File: src/rtl/me_result_sink_if.sv
// Result-side bundle of the motion-estimation core: the incoming result strobe
// and the ready/valid stream that carries buffered, vector-converted results out.
interface me_result_sink_if #(
  parameter int SAD_W   = 14,
  parameter int COORD_W = 5,
  parameter int OUT_W   = 30
);
  logic               data_valid;
  logic [SAD_W-1:0]   MSAD;
  logic [COORD_W-1:0] MSAD_row;
  logic [COORD_W-1:0] MSAD_column;
  logic               out_ready;
  logic               out_valid;
  logic [OUT_W-1:0]   out_data;

  // master: the environment (ME core plus downstream consumer)
  modport master (
    output data_valid, MSAD, MSAD_row, MSAD_column, out_ready,
    input  out_valid, out_data
  );

  // slave: the result sink itself
  modport slave (
    input  data_valid, MSAD, MSAD_row, MSAD_column, out_ready,
    output out_valid, out_data
  );
endinterface

File: src/rtl/me_result_sink.sv
// Buffers per-macroblock ME results as {idx, mv_y, mv_x, sad} in a small FWFT FIFO,
// tracks the frame-minimum SAD and raises finish_flag once the frame is collected and drained.
module me_result_sink #(
  parameter int  NUM_BLOCKS    = 16,
  parameter int  FIFO_DEPTH    = 4,
  parameter int  SAD_W         = 14,
  parameter int  COORD_W       = 5,
  parameter int  SEARCH_OFFSET = 16,
  localparam int IDX_W         = $clog2(NUM_BLOCKS),
  localparam int MV_W          = COORD_W + 1,
  localparam int OUT_W         = IDX_W + 2 * MV_W + SAD_W
) (
  input  logic                clk,
  input  logic                rst,
  me_result_sink_if.slave     bus,
  output logic [SAD_W-1:0]    best_sad,
  output logic [IDX_W-1:0]    best_idx,
  output logic                overflow,
  output logic                extra,
  output logic                finish_flag
);

  localparam int PTR_W = $clog2(FIFO_DEPTH);
  localparam int CNT_W = PTR_W + 1;

  typedef enum logic [1:0] {
    COLLECT,
    DRAIN,
    DONE
  } state_t;

  state_t             state;
  logic [IDX_W-1:0]   blk_cnt;
  logic [OUT_W-1:0]   mem [FIFO_DEPTH];
  logic [PTR_W-1:0]   wr_ptr;
  logic [PTR_W-1:0]   rd_ptr;
  logic [CNT_W-1:0]   count;
  logic [CNT_W-1:0]   count_next;
  logic               take;
  logic               full;
  logic               push;
  logic               pop;
  logic [MV_W-1:0]    mv_y;
  logic [MV_W-1:0]    mv_x;
  logic [OUT_W-1:0]   entry;

  // NOTE: every always_comb output gets a default first so no path leaves it unassigned (no latch).
  always_comb begin
    mv_y       = {1'b0, bus.MSAD_row}    - MV_W'(SEARCH_OFFSET);
    mv_x       = {1'b0, bus.MSAD_column} - MV_W'(SEARCH_OFFSET);
    entry      = {blk_cnt, mv_y, mv_x, bus.MSAD};
    take       = (state == COLLECT) && bus.data_valid;
    full       = (count == CNT_W'(FIFO_DEPTH));
    pop        = (count != '0) && bus.out_ready;
    // A full FIFO still accepts a push when the head leaves on the same edge.
    push       = take && (!full || pop);
    count_next = count;
    case ({push, pop})
      2'b10:   count_next = count + 1'b1;
      2'b01:   count_next = count - 1'b1;
      default: count_next = count;
    endcase
  end

  // NOTE: storage is left unreset; out_data is masked to zero while empty so stale words never show.
  always_ff @(posedge clk) begin
    if (push) mem[wr_ptr] <= entry;
  end

  // NOTE: sequential state uses non-blocking assignments so every flop samples pre-edge values.
  always_ff @(posedge clk or posedge rst) begin
    if (rst) begin
      state     <= COLLECT;
      blk_cnt   <= '0;
      wr_ptr    <= '0;
      rd_ptr    <= '0;
      count     <= '0;
      bus.out_valid <= 1'b0;
      best_sad  <= '1;
      best_idx  <= '0;
      overflow  <= 1'b0;
      extra     <= 1'b0;
    end else begin
      count         <= count_next;
      bus.out_valid <= (count_next != '0);
      if (push) wr_ptr <= wr_ptr + 1'b1;
      if (pop)  rd_ptr <= rd_ptr + 1'b1;

      case (state)
        COLLECT: begin
          if (bus.data_valid) begin
            blk_cnt <= blk_cnt + 1'b1;
            if (!push) overflow <= 1'b1;
            // Strict compare: on a tie the earlier block keeps the title.
            if (bus.MSAD < best_sad) begin
              best_sad <= bus.MSAD;
              best_idx <= blk_cnt;
            end
            if (blk_cnt == IDX_W'(NUM_BLOCKS - 1)) state <= DRAIN;
          end
        end
        DRAIN: begin
          if (bus.data_valid) extra <= 1'b1;
          if (count_next == '0) state <= DONE;
        end
        default: begin
          if (bus.data_valid) extra <= 1'b1;
        end
      endcase
    end
  end

  assign bus.out_data = bus.out_valid ? mem[rd_ptr] : '0;
  assign finish_flag  = (state == DONE);

endmodule

File: src/flat_wrapper.sv
// flat-port wrapper written by rule: the top's interface ports become plain ports
module me_result_sink_flat 
#(
  parameter int  NUM_BLOCKS    = 16,
  parameter int  FIFO_DEPTH    = 4,
  parameter int  SAD_W         = 14,
  parameter int  COORD_W       = 5,
  parameter int  SEARCH_OFFSET = 16,
  localparam int IDX_W         = $clog2(NUM_BLOCKS),
  localparam int MV_W          = COORD_W + 1,
  localparam int OUT_W         = IDX_W + 2 * MV_W + SAD_W
)
  (clk, rst, best_sad, best_idx, overflow, extra, finish_flag, bus_data_valid, bus_MSAD, bus_MSAD_row, bus_MSAD_column, bus_out_ready, bus_out_valid, bus_out_data);
  me_result_sink_if #(.SAD_W(SAD_W), .COORD_W(COORD_W), .OUT_W((30))) bus_i ();
  input  logic clk;
  input  logic rst;
  output logic [SAD_W-1:0] best_sad;
  output logic [IDX_W-1:0] best_idx;
  output logic overflow;
  output logic extra;
  output logic finish_flag;
  input wire logic [$bits(bus_i.data_valid)-1:0] bus_data_valid;
  input wire logic [$bits(bus_i.MSAD)-1:0] bus_MSAD;
  input wire logic [$bits(bus_i.MSAD_row)-1:0] bus_MSAD_row;
  input wire logic [$bits(bus_i.MSAD_column)-1:0] bus_MSAD_column;
  input wire logic [$bits(bus_i.out_ready)-1:0] bus_out_ready;
  output wire logic [$bits(bus_i.out_valid)-1:0] bus_out_valid;
  output wire logic [$bits(bus_i.out_data)-1:0] bus_out_data;
  assign bus_i.data_valid = bus_data_valid;
  assign bus_i.MSAD = bus_MSAD;
  assign bus_i.MSAD_row = bus_MSAD_row;
  assign bus_i.MSAD_column = bus_MSAD_column;
  assign bus_i.out_ready = bus_out_ready;
  assign bus_out_valid = bus_i.out_valid;
  assign bus_out_data = bus_i.out_data;
  me_result_sink #(.NUM_BLOCKS(NUM_BLOCKS), .FIFO_DEPTH(FIFO_DEPTH), .SAD_W(SAD_W), .COORD_W(COORD_W), .SEARCH_OFFSET(SEARCH_OFFSET)) u_core (.clk(clk), .rst(rst), .bus(bus_i), .best_sad(best_sad), .best_idx(best_idx), .overflow(overflow), .extra(extra), .finish_flag(finish_flag));
endmodule
File: config.mk
export PLATFORM = sky130hd
export DESIGN_NAME = me_result_sink_flat
export DESIGN_NICKNAME = d
export VERILOG_FILES = /design/src/rtl/me_result_sink_if.sv /design/src/rtl/me_result_sink.sv /design/src/flat_wrapper.sv
export SDC_FILE = /design/constraint.sdc
export NUM_CORES = 1
export LEC_CHECK = 0
export CAP_MARGIN = 30
export CORE_MARGIN = 4
export CORE_UTILIZATION = 50
export CTS_CLUSTER_SIZE = 8
export DETAILED_ROUTE_END_ITERATION = 8
export PLACE_DENSITY = 0.7
export SLEW_MARGIN = 5
export SYNTH_ARGS = -nofsm -noshare
export SYNTH_HDL_FRONTEND = slang
export SYNTH_SLANG_ARGS = --single-unit
File: constraint.sdc
create_clock -name clk -period 5.1 [get_ports clk]
set_clock_uncertainty 0.2 [all_clocks]
set_input_delay 1.02 -clock clk [delete_from_list [all_inputs] [get_ports clk]]
set_output_delay 1.02 -clock clk [all_outputs]
set_load 0.005 [all_outputs]
==> results of run 1 <==
## cell usage after synthesis (2+ instances only)
master,instances
a21o_1,4
a21oi_1,5
and2_1,32
buf_1,3
buf_4,2
clkbuf_1,7
dfrtp_1,20
dfstp_2,14
edfxtp_1,112
ha_1,18
inv_1,22
mux2_2,18
mux4_2,28
nand2_1,9
nand2b_1,2
nand4_1,5
nor2_1,4
nor3b_1,2
o21a_1,2
o21ai_0,7
xnor2_1,7
## state kept, by name, summed over array words and instances, names as in the netlist
name and count:
u_core.extra 1, u_core.blk_cnt 4, u_core.bus.out_valid 1, u_core.state 2, u_core.overflow 1, u_core.mem 112, u_core.wr_ptr 2, u_core.best_sad 14
u_core.count 3, u_core.rd_ptr 2, u_core.best_idx 4
## power groups by stage
stage	sequential, W	combinational [W]	clock [W]
6_report	0.00174	0.00153	0.00117
5_1_grt	0.00178	0.00168	0.00125
4_1_cts	0.00177	0.00155	0.00119
3_5_place_dp	0.00179	0.00154	0
3_3_place_gp	0.00183	0.00143	0
2_1_floorplan	0.00170	0.000867	0
## layer usage
layer | global-route usage | wire, um
met1 | 0.217 | 4830
met4 | 0.0536 | 85
met2 | 0.303 | 6230
met3 | 0.0598 | 473
met5 | 0 | 0
## layout make-up
type / instances / area, um^2 / area share
inverter: 22 / 82.6 / 0.0107
clock inverter: 3 / 13.8 / 0.00179
clock buffer: 29 / 563 / 0.0732
sequential: 146 / 4230 / 0.550
multi-input combinational: 161 / 1720 / 0.223
tap: 147 / 184 / 0.0239
timing repair buffer: 89 / 898 / 0.117
## final timing paths
path | startpoint | to | slack, ps | cells after the start
setup / recovery | bus_MSAD[1] | u_core.best_idx[1] | 1460 | 7
hold / removal | u_core.overflow | u_core.overflow | 260 | 1
setup reg to reg | u_core.best_sad[1] | u_core.best_idx[1] | 2060 | 7
hold reg to reg | u_core.overflow | u_core.overflow | 260 | 1
max in group asynchronous | rst | u_core.best_sad[9] | 3530 | 3
min in group asynchronous | rst | u_core.extra | 820 | 3
## per-stage QoR
step	hold WS [ps]	total power [W]	instance area (um^2)	instances	worst slack (ps)
2_1_floorplan	251	0.00256	6090	342	1840
3_3_place_gp	243	0.00326	7080	563	1070
3_5_place_dp	251	0.00332	7100	564	1050
4_1_cts	265	0.00450	7670	596	1400
5_1_grt	295	0.00471	7690	597	1330
6_report	261	0.00445	7690	597	1460
## cells by family (layout without fill, tap and decap cells)
logic type / count (synthesis) / in the layout / share of synthesized area
AOI/OAI and AO/OA: 27 / 27 / 0.0322
muxes: 47 / 47 / 0.138
and+or+nand+nor: 61 / 61 / 0.0606
xor gates and xnor gates: 7 / 7 / 0.0101
adders and majority gates: 19 / 19 / 0.0402
buffers and inverters: 35 / 143 / 0.0240
DFF: 146 / 146 / 0.694
==> flow_summary.json, run 1 <==
{
  "wl_per_cell_um": 19.5,
  "crit_fanout": 10,
  "slowest_delay_ps": 620,
  "pwr-share-clk": 0.263,
  "area_growth_pct": 26.2,
  "yosysUniqueCellTypes": 40,
  "clk_pin_slew_ps": 60,
  "grt_first_pass_wirelength_mm": 19.0,
  "path_buf_inv": 2,
  "clk_latency_ps": 420,
  "post-cts-setup-buffers": 0,
  "cpMaxStageDelayCell": "a311oi_4",
  "yosysWarnings": 0,
  "outcome": "finished clean",
  "die_w_um": 118,
  "drt-initial-drc-count": 123,
  "worstPathCellList": "clkdlybuf4s50_1 > ha_1 > a2111oi_0 > o21bai_1 > a311oi_4 > buf_4 > mux2_2",
  "p_int_w": 0.00323,
  "comb_power_share": 0.345,
  "vias": 3232,
  "seqPwrFrac": 0.392,
  "layout.nets": 484,
  "syn-mean-instance-area_um2": 17.8,
  "grt_pass1_vias": 3525,
  "final_common_cell": "edfxtp_1",
  "yosysTopAreaCellShare": 0.552,
  "port_buffers": 79,
  "period_needed_ps": 3640,
  "cts_sinks": 146,
  "async_flop_share": 0.233,
  "drive_above_1_share": 0.224,
  "start_util": 0.509,
  "dieArea_um2": 14000,
  "final_cell_mix": "112 x edfxtp_1, 79 x clkdlybuf4s50_1, 32 x and2_1",
  "power.density_nw_per_um2": 578,
  "cts_root_buffer": "clkbuf_16",
  "cts_buffers": 17,
  "synth_top_area_cell": "edfxtp_1",
  "finalSetupViolCount": 0,
  "final.period_utilization": 0.714,
  "antenna_found_initial": 0,
  "route.detailed.drc": 0,
  "worst_pin_slew_ps": 641,
  "grt-ovfl-total": 0,
  "cts_buffer_depth": 2,
  "hold_violations": 0,
  "dieHeight_um": 118,
  "final_util": 0.643,
  "fill_cells": 867,
  "rows": 40,
  "cap_violations": 0,
  "ant_nets": 0,
  "netlist_area_um2": 6090,
  "ir_drop_v": 0.000308,
  "synth_seq_cells": 146,
  "fin_setup_tns_ps": 0,
  "endpoint_kind": "flip-flop",
  "p_sw_frac": 0.273,
  "ctsResizeCount": 0,
  "fmax_mhz": 275,
  "synth_cells": 342,
  "wl_mm": 11.6,
  "grt_max_degree": 35,
  "power_leakage_nw": 2.77,
  "cp-start-kind": "input pin",
  "syn-num-nets": 389,
  "grtUsageTotal": 0.178,
  "slew_viol_final": 0,
  "grt_setup_unrepaired": "no",
  "ioPinCount": 80,
  "slew_headroom": 0.573,
  "p_sw_w": 0.00121,
  "drt-pass1-iter-count": 6,
  "seq_area_frac_synth": 0.694,
  "cp_top_family": "compound AO/OA/AOI/OAI gates",
  "critPathKind": "input pin to flip-flop",
  "synthTopCellsByArea": "edfxtp_1 55%, mux4_2 10%, dfrtp_1 8.2%, dfstp_2 6.0%, ha_1 3.7%",
  "arrival_ps": 3730,
  "cts_tree": "built",
  "core_area_um2": 12000,
  "hold_buffers": 0,
  "diodes": 0,
  "dp_hpwl_mm": 7.51,
  "place.gp.congestion": 0.777,
  "min_path_type": "flip-flop to flip-flop",
  "synth_edf_count": 112,
  "htreeDepth": 4,
  "via_per_inst": 5.41,
  "cp.required_ps": 5190,
  "synth_top_flop_cell": "edfxtp_1"
}
(Power assumes the default switching activity.)
==> inputs of run 2 (changes only) <==
- PLACE_DENSITY: 0.7 -> 0.73
- clock period: 5.1 -> 3 ns (I/O delays scaled with it)
==> run 2 against run 1 <==
Utilization grew 2.6 points. Critical path depth shrank 3. Cell count grew 5.7%. Clock power grew 60%. Global-route usage grew 0.19 points. Combinational power grew 82%. Via count grew 3.9%. Largest power group unchanged.
==> flow_summary.json, run 2 (synthesis gave the netlist of run 1 again) <==
{
  "cts_root_buffer": "clkbuf_16",
  "slowest_delay_ps": 500,
  "p_sw_frac": 0.282,
  "cts_sinks": 146,
  "cts_tree": "built",
  "cpMaxStageDelayCell": "mux4_2",
  "ir_drop_v": 0.000560,
  "area_growth_pct": 31.3,
  "reg2reg_slack_ps": 240,
  "cp.required_ps": 2200,
  "rr_startpoint": "u_core.best_sad[1]",
  "comb_power_share": 0.366,
  "cap_violations": 0,
  "worst-r2r-cell-count": 7,
  "worst_pin_slew_ps": 460,
  "outcome": "finished clean",
  "wl_mm": 12.1,
  "largest_reg_flops": 112,
  "path_buf_inv": 2,
  "via_per_inst": 5.32,
  "clk_latency_ps": 420,
  "clk_pin_slew_ps": 50,
  "vias": 3359,
  "diodes": 0,
  "cp_top_family": "buffers and inverters",
  "antenna_found_initial": 0,
  "dp_hpwl_mm": 7.87,
  "seqPwrFrac": 0.388,
  "p_int_w": 0.00547,
  "power.density_nw_per_um2": 952,
  "regMostFlops": "u_core.mem",
  "core_area_um2": 12000,
  "route.detailed.drc": 0,
  "top_regs": "u_core.mem x112, u_core.best_sad x14",
  "grt_max_degree": 35,
  "final_cell_mix": "112 x edfxtp_1, 53 x clkdlybuf4s50_1, 36 x buf_4",
  "min_path_type": "flip-flop to flip-flop",
  "port_buffers": 79,
  "grt_setup_unrepaired": "yes",
  "rows": 40,
  "worstSetupStartpoint": "u_core.rd_ptr[0]",
  "dieHeight_um": 118,
  "drive_above_1_share": 0.281,
  "power_leakage_nw": 3.15,
  "htreeDepth": 4,
  "layout.nets": 518,
  "period_needed_ps": 2980,
  "crit_end": "bus_out_data[29]",
  "worstPathCellList": "buf_12 > mux4_2 > and2_1 > clkdlybuf4s50_1",
  "wl_per_cell_um": 19.2,
  "cts_buffers": 17,
  "fmax_mhz": 335,
  "ioPinCount": 80,
  "slew_viol_final": 0,
  "crit_fanout": 8,
  "pwr-share-clk": 0.246,
  "grtUsageTotal": 0.180,
  "start_util": 0.509,
  "final.period_utilization": 0.994,
  "post-place-ws_ps": -213,
  "die_w_um": 118,
  "dieArea_um2": 14000,
  "grt_pass1_vias": 3502,
  "drt-initial-drc-count": 224,
  "p_sw_w": 0.00215,
  "critical_path_depth": 4,
  "grt_first_pass_wirelength_mm": 18.8,
  "grt-ovfl-total": 0,
  "place.gp.congestion": 0.806,
  "cts_buffer_depth": 2,
  "fin_ws_ps": 19.0,
  "final_util": 0.669,
  "p_total_w": 0.00762,
  "final_common_cell": "edfxtp_1",
  "finalSetupViolCount": 0,
  "endpoint_kind": "output pin",
  "ant_nets": 0,
  "r2r_end": "u_core.best_sad[6]",
  "slew_headroom": 0.685,
  "cp-start-kind": "flip-flop",
  "arrival_ps": 2180,
  "critPathKind": "flip-flop to output pin",
  "hold_violations": 0,
  "drt-pass1-iter-count": 4
}
[run 2: cell types whose count changed in the layout (fill, tap and decap cells not counted), moves of 4 or more]
cell             before  now
buf_12                2    7
buf_4                 7   36
clkdlybuf4s50_1      79   53
clkinv_2              2    6
dlygate4sd2_1         0    9
dlymetal6s2s_1        0   17
[run 2: worst min path at each step]
stage                          from              end  depth (start not counted)
floorplan           u_core.overflow  u_core.overflow                          1
detailed placement  u_core.overflow  u_core.overflow                          1
CTS                 u_core.overflow  u_core.overflow                          1
finish              u_core.overflow  u_core.overflow                          1
global route        u_core.overflow  u_core.overflow                          1
global placement    u_core.overflow  u_core.overflow                          1
[run 2: metrics by stage]
| stage | hold WS, ps | std cells | setup TNS (ps) | instance area [um^2] |
|---|---|---|---|---|
| 3_3_place_gp | 242 | 593 | -2670 | 7370 |
| 3_5_place_dp | 252 | 593 | -3720 | 7370 |
| 2_1_floorplan | 251 | 342 | 0 | 6090 |
| 5_1_grt | 289 | 631 | -124 | 8000 |
| 4_1_cts | 267 | 625 | -14.7 | 7890 |
| 6_report | 263 | 631 | 0 | 8000 |
[run 2: worst reg2reg max path: stages, from the launching register on]
cell	delay, ps
dfstp_2	550
inv_1	40
ha_1	260
a2111oi_0	450
o21bai_1	210
a311oi_4	380
buf_4	240
mux2_2	350
[run 2: power by group through the flow]
| stage | combinational, W | sequential [W] | clock, W |
|---|---|---|---|
| global placement | 0.00277 | 0.00296 | 0 |
| floorplan | 0.00147 | 0.00288 | 0 |
| detailed placement | 0.00283 | 0.00298 | 0 |
| finish | 0.00279 | 0.00295 | 0.00187 |
| CTS | 0.00279 | 0.00294 | 0.00191 |
| global route | 0.00305 | 0.00300 | 0.00200 |
[run 2: layer usage]
layer	vias up	global-route usage	wire, um
li1	1567	-	-
met1	1696	0.229	5250
met2	78	0.293	6190
met3	18	0.0522	473
met4	0	0.0724	225
met5	-	0	0
[run 2: final cells by class]
class                   instances  area, um^2
multi-input cells             161        1720
inverters                      22        82.6
clock inverters                 7        33.8
clock buffers                  25         495
fillers                       816        3960
well taps                     147         184
repair buffers                123        1260
flip-flops and latches        146        4230
[run 2: what timing repair did]
item                       CTS  global route
cloned                       0             1
setup buffers                0             5
setup endpoints to repair   13            20
hold buffers                 0             0
gates resized for setup     10            19
